$ cat config.mk
export PLATFORM = sky130hd
export DESIGN_NAME = fault_event_queue_flat
export DESIGN_NICKNAME = d
export VERILOG_FILES = /design/src/rtl/fault_event_queue_pkg.sv /design/src/rtl/fault_event_queue_if.sv /design/src/rtl/fault_event_queue_fifo.sv /design/src/rtl/fault_event_queue.sv /design/src/flat_wrapper.sv
export SDC_FILE = /design/constraint.sdc
export NUM_CORES = 1
export LEC_CHECK = 0
export CORE_UTILIZATION = 57
export CTS_CLUSTER_SIZE = 14
export DETAILED_ROUTE_END_ITERATION = 8
export HOLD_SLACK_MARGIN = 0.06
export PLACE_DENSITY = 0.77
export SLEW_MARGIN = 20
export SYNTH_ARGS = -nofsm -noshare
export SYNTH_HDL_FRONTEND = slang
export SYNTH_SLANG_ARGS = --single-unit
export TNS_END_PERCENT = 10
$ cat constraint.sdc
create_clock -name clk_50M -period 4 [get_ports clk_50M]
set_clock_uncertainty 0.15 [all_clocks]
set_input_delay 0.8 -clock clk_50M [delete_from_list [all_inputs] [get_ports clk_50M]]
set_output_delay 0.8 -clock clk_50M [all_outputs]
set_load 0.05 [all_outputs]
$ cat src/rtl/fault_event_queue_pkg.sv
// fault_event_queue_pkg: shared encodings for the fault display queue.
// Fault types, FSM states, queue entry layout and legality check.
package fault_event_queue_pkg;

  localparam logic [1:0] FT_NONE   = 2'd0;
  localparam logic [1:0] FT_IFAULT = 2'd1;
  localparam logic [1:0] FT_PBLOCK = 2'd2;
  localparam logic [1:0] FT_BDROP  = 2'd3;

  localparam logic [1:0] MAX_UNIT = 2'd2;

  typedef enum logic [1:0] {
    IDLE,
    SHOW,
    GAP
  } state_t;

  typedef struct packed {
    logic [1:0] unit;
    logic [1:0] ftype;
  } fault_ev_t;

  function automatic logic ev_legal(
    input logic [1:0] unit,
    input logic [1:0] ftype
  );
    return (unit <= MAX_UNIT) &&
           (ftype != FT_NONE);
  endfunction

endpackage

$ cat src/rtl/fault_event_queue_if.sv
// fault_event_queue_if: report handshake and LED-stage outputs.
// master = report source / observer, slave = fault_event_queue.
interface fault_event_queue_if #(
  parameter int DEPTH = 4
);
  logic                     ev_valid;
  logic [1:0]               ev_unit;
  logic [1:0]               ev_type;
  logic                     ev_ready;
  logic                     resolve;
  logic [1:0]               unitlist;
  logic                     i_fault;
  logic                     p_block;
  logic                     b_drop;
  logic                     busy;
  logic [$clog2(DEPTH):0]   count;
  logic                     overflow;
  logic                     bad_event;

  modport master (
    output ev_valid, ev_unit, ev_type,
    output resolve,
    input  ev_ready, unitlist,
    input  i_fault, p_block, b_drop,
    input  busy, count,
    input  overflow, bad_event
  );

  modport slave (
    input  ev_valid, ev_unit, ev_type,
    input  resolve,
    output ev_ready, unitlist,
    output i_fault, p_block, b_drop,
    output busy, count,
    output overflow, bad_event
  );
endinterface

$ cat src/rtl/fault_event_queue_fifo.sv
// fault_fifo: synchronous FIFO of {unit, type} fault entries.
// push/pop/wdata in; rdata (head), count, count_d (next), full, empty out.
module fault_fifo
  import fault_event_queue_pkg::*;
#(
  parameter int DEPTH = 4
) (
  input  logic                   clk,
  input  logic                   rst,
  input  logic                   push,
  input  fault_ev_t              wdata,
  input  logic                   pop,
  output fault_ev_t              rdata,
  output logic [$clog2(DEPTH):0] count,
  output logic [$clog2(DEPTH):0] count_d,
  output logic                   full,
  output logic                   empty
);
  localparam int PW = $clog2(DEPTH);
  localparam int CW = PW + 1;
  localparam logic [CW-1:0] FULL_CNT = CW'(DEPTH);

  fault_ev_t       mem [DEPTH];
  logic [PW-1:0]   wr_ptr;
  logic [PW-1:0]   rd_ptr;
  logic            do_push;
  logic            do_pop;

  assign do_push = push & ~full;
  assign do_pop  = pop & ~empty;
  assign rdata   = mem[rd_ptr];
  assign count_d = count
                 + CW'(do_push)
                 - CW'(do_pop);

  always_ff @(posedge clk) begin
    if (do_push) mem[wr_ptr] <= wdata;
  end

  // Power-of-two depth: pointers wrap naturally.
  always_ff @(posedge clk or posedge rst) begin
    if (rst) begin
      wr_ptr <= '0;
      rd_ptr <= '0;
      count  <= '0;
      full   <= 1'b0;
      empty  <= 1'b1;
    end else begin
      if (do_push) wr_ptr <= wr_ptr + PW'(1);
      if (do_pop)  rd_ptr <= rd_ptr + PW'(1);
      count <= count_d;
      full  <= (count_d == FULL_CNT);
      empty <= (count_d == '0);
    end
  end
endmodule

$ cat src/rtl/fault_event_queue.sv
// fault_event_queue: queues fault reports and shows each on the LED stage.
// clk_50M/reset plain; bus carries reports, resolve and LED/status outputs.
module fault_event_queue
  import fault_event_queue_pkg::*;
#(
  parameter int DEPTH       = 4,
  parameter int HOLD_CYCLES = 50_000_000,
  parameter int GAP_CYCLES  = 5_000_000
) (
  input  logic          clk_50M,
  input  logic          reset,
  fault_event_queue_if.slave bus
);
  localparam int CW   = $clog2(DEPTH) + 1;
  localparam int TMAX = (HOLD_CYCLES > GAP_CYCLES)
                      ? HOLD_CYCLES : GAP_CYCLES;
  localparam int TW   = (TMAX > 1) ? $clog2(TMAX) : 1;
  localparam logic [TW-1:0] HOLD_LD = TW'(HOLD_CYCLES - 1);
  localparam logic [TW-1:0] GAP_LD  = TW'(GAP_CYCLES - 1);

  state_t          state;
  logic [TW-1:0]   timer;
  logic [1:0]      unit_q;
  logic            i_q;
  logic            p_q;
  logic            b_q;
  logic            busy_q;
  logic            ovf_q;
  logic            bad_q;

  fault_ev_t       head;
  fault_ev_t       wdata;
  logic [CW-1:0]   count;
  logic [CW-1:0]   count_d;
  logic            full;
  logic            empty;
  logic            legal;
  logic            push;
  logic            pop;
  logic            to_idle;

  assign legal = ev_legal(bus.ev_unit, bus.ev_type);
  assign push  = bus.ev_valid & ~full & legal;
  assign pop   = (state == IDLE) & ~empty;
  assign wdata = '{unit: bus.ev_unit, ftype: bus.ev_type};

  // Next cycle ends up idle: used to register busy.
  assign to_idle = ((state == IDLE) & empty) |
                   ((state == GAP) & (timer == '0));

  fault_fifo #(
    .DEPTH (DEPTH)
  ) u_fifo (
    .clk     (clk_50M),
    .rst     (reset),
    .push    (push),
    .wdata   (wdata),
    .pop     (pop),
    .rdata   (head),
    .count   (count),
    .count_d (count_d),
    .full    (full),
    .empty   (empty)
  );

  always_ff @(posedge clk_50M or posedge reset) begin
    if (reset) begin
      state  <= IDLE;
      timer  <= '0;
      unit_q <= '0;
      i_q    <= 1'b0;
      p_q    <= 1'b0;
      b_q    <= 1'b0;
      busy_q <= 1'b0;
      ovf_q  <= 1'b0;
      bad_q  <= 1'b0;
    end else begin
      if (bus.ev_valid & full)   ovf_q <= 1'b1;
      if (bus.ev_valid & ~legal) bad_q <= 1'b1;
      busy_q <= ~(to_idle & (count_d == '0));
      unique case (state)
        IDLE: begin
          if (!empty) begin
            unit_q <= head.unit;
            i_q    <= (head.ftype == FT_IFAULT);
            p_q    <= (head.ftype == FT_PBLOCK);
            b_q    <= (head.ftype == FT_BDROP);
            timer  <= HOLD_LD;
            state  <= SHOW;
          end
        end
        SHOW: begin
          if ((timer == '0) || bus.resolve) begin
            i_q   <= 1'b0;
            p_q   <= 1'b0;
            b_q   <= 1'b0;
            timer <= GAP_LD;
            state <= GAP;
          end else begin
            timer <= timer - TW'(1);
          end
        end
        GAP: begin
          if (timer == '0) state <= IDLE;
          else             timer <= timer - TW'(1);
        end
        default: state <= IDLE;
      endcase
    end
  end

  assign bus.ev_ready  = ~full;
  assign bus.unitlist  = unit_q;
  assign bus.i_fault   = i_q;
  assign bus.p_block   = p_q;
  assign bus.b_drop    = b_q;
  assign bus.busy      = busy_q;
  assign bus.count     = count;
  assign bus.overflow  = ovf_q;
  assign bus.bad_event = bad_q;
endmodule

$ cat src/flat_wrapper.sv
// flat-port wrapper written by rule: the top's interface ports become plain ports
module fault_event_queue_flat import fault_event_queue_pkg::*;
#(
  parameter int DEPTH       = 4,
  parameter int HOLD_CYCLES = 50_000_000,
  parameter int GAP_CYCLES  = 5_000_000
)
  (clk_50M, reset, bus_ev_valid, bus_ev_unit, bus_ev_type, bus_resolve, bus_ev_ready, bus_unitlist, bus_i_fault, bus_p_block, bus_b_drop, bus_busy, bus_count, bus_overflow, bus_bad_event);
  fault_event_queue_if #(.DEPTH(DEPTH)) bus_i ();
  input  logic clk_50M;
  input  logic reset;
  input wire logic [$bits(bus_i.ev_valid)-1:0] bus_ev_valid;
  input wire logic [$bits(bus_i.ev_unit)-1:0] bus_ev_unit;
  input wire logic [$bits(bus_i.ev_type)-1:0] bus_ev_type;
  input wire logic [$bits(bus_i.resolve)-1:0] bus_resolve;
  output wire logic [$bits(bus_i.ev_ready)-1:0] bus_ev_ready;
  output wire logic [$bits(bus_i.unitlist)-1:0] bus_unitlist;
  output wire logic [$bits(bus_i.i_fault)-1:0] bus_i_fault;
  output wire logic [$bits(bus_i.p_block)-1:0] bus_p_block;
  output wire logic [$bits(bus_i.b_drop)-1:0] bus_b_drop;
  output wire logic [$bits(bus_i.busy)-1:0] bus_busy;
  output wire logic [$bits(bus_i.count)-1:0] bus_count;
  output wire logic [$bits(bus_i.overflow)-1:0] bus_overflow;
  output wire logic [$bits(bus_i.bad_event)-1:0] bus_bad_event;
  assign bus_i.ev_valid = bus_ev_valid;
  assign bus_i.ev_unit = bus_ev_unit;
  assign bus_i.ev_type = bus_ev_type;
  assign bus_i.resolve = bus_resolve;
  assign bus_ev_ready = bus_i.ev_ready;
  assign bus_unitlist = bus_i.unitlist;
  assign bus_i_fault = bus_i.i_fault;
  assign bus_p_block = bus_i.p_block;
  assign bus_b_drop = bus_i.b_drop;
  assign bus_busy = bus_i.busy;
  assign bus_count = bus_i.count;
  assign bus_overflow = bus_i.overflow;
  assign bus_bad_event = bus_i.bad_event;
  fault_event_queue #(.DEPTH(DEPTH), .HOLD_CYCLES(HOLD_CYCLES), .GAP_CYCLES(GAP_CYCLES)) u_core (.clk_50M(clk_50M), .reset(reset), .bus(bus_i));
endmodule
==> impl_metrics.json <==
{
  "grt.overflow.total": 0,
  "cts_setup_buffers": 0,
  "die_w_um": 78.4,
  "max-slew-margin-rel_pct": 36.2,
  "synth_fp_nets": 334,
  "yosysWarnings": 0,
  "path_class": "primary input to flop",
  "via_count": 2561,
  "cp_max_fo": 5,
  "num_antenna_cells": 0,
  "endpoint_kind": "flop",
  "synth_top_cell_by_area": "dfrtp_1",
  "final-setup-viol-count": 0,
  "finalPower_mw": 1.62,
  "die_y_um": 78.4,
  "r2r_slack_ns": 0.93,
  "leakagePower_nw": 1.51,
  "maxSlewViolCount": 0,
  "portBuffers": 19,
  "synth_common_cells": "dfrtp_1, o21ai_0, nor2_1",
  "grt_pass1_wl_um": 12100,
  "clkLatencyLatePin_ns": 0.35,
  "required_ns": 4.07,
  "path_clk_slew_ns": 0.07,
  "gp_congestion": 0.863,
  "drt-pass1-iter-count": 5,
  "netlist.area_leader.share_pct": 33.1,
  "ys_ff_latch": 61,
  "regArea_um2": 1610,
  "grt_use_total_pct": 25.8,
  "drc": 0,
  "hold_ws_ns": 0.315,
  "viasPerCell": 6.22,
  "status": "completed",
  "antenna_found_initial": 0,
  "clock-sinks": 61,
  "synth_async_sr_flop_share_pct": 73.8,
  "post-route-util_pct": 68.1,
  "synth_edf_count": 16,
  "synth.most_common_cell": "dfrtp_1",
  "syn_area_um2": 3330,
  "cts_resized": 0,
  "whs_path_depth": 1,
  "grt_pass1_vias": 2468,
  "vdd_drop_max_mv": 0.481,
  "fin_ws_ns": 0.700,
  "worst_hold_startpoint": "u_core.bus.overflow",
  "nNetsFinal": 356,
  "drv_cap": 0,
  "arrival_ns": 3.37,
  "power_density_nw_per_um2": 426,
  "drt_iter0_drc": 264,
  "cp-start-kind": "primary input",
  "synth-seq-area-share_pct": 48.3,
  "synth.top_cells.by_area": "dfrtp_1, edfxtp_1, o21ai_0, ha_1, nor2_1",
  "cts_buffer_depth": 2,
  "period_needed_ns": 3.30,
  "synth_cell_types": 62,
  "ant_nets": 0,
  "fin_crit_sh_pct": 82.5,
  "rsz0062_at_grt": "false",
  "tightest_slew_ns": 0.954,
  "drive_above_1_share_pct": 13.2,
  "fmax_mhz": 303,
  "htreeDepth": 3,
  "ys.flop_type": "dfrtp_1",
  "cts_tree": "yes",
  "rows": 27,
  "cts-root-buf": "clkbuf_8",
  "dpl.hpwl_um": 4810,
  "syn_area_per_cell_um2": 10.6,
  "dp_slack_ns": 0.286,
  "fin_tns_setup_ns": 0,
  "r2r_start": "u_core.state[0]",
  "cts_hold_buf": 0,
  "dieArea_um2": 6140,
  "r2r-end": "u_core.bus.busy",
  "holdCritPathClass": "flop to flop",
  "ff2ff_path_depth": 12,
  "initial_utilization_pct": 59.7,
  "cts_made_buffers": 9,
  "min_to": "u_core.bus.overflow",
  "wl_um": 7090,
  "hold_violations": 0,
  "multi_input_area_um2": 1600,
  "areaGrowthSynthToFinish_pct": 14.1,
  "core_area_um2": 5570,
  "io_pins": 20,
  "post_drt_wl_per_cell_um": 17.2,
  "syn_inst": 313,
  "grt_max_degree": 46,
  "fill_cells": 411
}
==> worst max path at each step <==
stage                     slack (ns)      startpoint  depth (start not counted)         endpoint
after floorplan                 0.77  bus_ev_unit[1]                         13  u_core.bus.busy
after global placement          0.46  bus_ev_type[1]                         13  u_core.bus.busy
after detailed placement        0.29  bus_ev_unit[1]                         14  u_core.bus.busy
after CTS                       0.68  bus_ev_unit[1]                         14  u_core.bus.busy
after global routing            0.49  bus_ev_unit[0]                         14  u_core.bus.busy
final                           0.70  bus_ev_type[0]                         13  u_core.bus.busy
==> metrics by stage <==
step | cell area (um^2) | std cells
6_report | 3800 | 412
5_1_grt | 3800 | 412
4_1_cts | 3800 | 412
3_5_place_dp | 3570 | 396
3_3_place_gp | 3570 | 396
2_1_floorplan | 3330 | 313
==> per-layer routing <==
metal  GRT usage, %  share of wire, %  vias to the layer above
met2           38.4                46                       81
met4           12.6               2.3                        0
met1           36.4                47                     1253
li1               -                 -                     1210
met5              0                 0                        -
met3           4.88               4.6                       17
==> sequential cells by signal, summed over array words and instances, names as in the netlist <==
name / cells
u_core.bus.p_block: 1
u_core.u_fifo.wr_ptr: 2
u_core.u_fifo.rd_ptr: 2
u_core.u_fifo.empty: 1
u_core.u_fifo.count: 3
u_core.bus.busy: 1
u_core.bus.i_fault: 1
u_core.bus.bad_event: 1
u_core.state: 2
u_core.bus.b_drop: 1
u_core.bus.overflow: 1
u_core.bus.unitlist: 2
u_core.u_fifo.mem: 16
u_core.timer: 26
u_core.u_fifo.full: 1
==> cells by family after synthesis <==
logic type / share of synthesized area [%]
compound gates: 18.0
mux: 5.38
simple gates: 18.0
flops: 48.3
buf+inv: 3.57
xor+xnor: 1.58
fa+ha+maj: 5.12
==> final cells by class <==
class	count	share of cell area (%)
clock buffers	9	3.26
clock inverters	7	2.60
inverters	17	1.68
multi-input cells	224	42.1
flip-flops and latches	61	42.4
well taps	72	2.37
repair buffers	22	5.60
==> power by group <==
| group | internal, mW | switching, mW | total (mW) |
|---|---|---|---|
| logic | 0.102 | 0.169 | 0.271 |
| clock network | 0.353 | 0.262 | 0.616 |
| registers | 0.696 | 0.0333 | 0.730 |
==> layout by cell type (no fill, tap or decap), types with 8 or more instances in the layout <==
cell / count
a21oi_1: 10
clkbuf_8: 9
clkdlybuf4s50_1: 19
dfrtp_1: 44
edfxtp_1: 16
ha_1: 12
inv_1: 16
nand2_1: 23
nor2_1: 26
nor3_1: 8
o21ai_0: 34
==> worst max-delay path, stage by stage <==
cell,delay [ns]
clkdlybuf4s50_1,0.55
o21ai_0,0.15
nor3b_1,0.28
inv_1,0.07
ha_1,0.28
inv_1,0.05
ha_1,0.13
inv_1,0.04
fa_1,0.37
xnor2_1,0.15
xnor2_1,0.16
nor3_1,0.25
nand2_1,0.08
No activity file was read; power rests on OpenSTA's default activity.
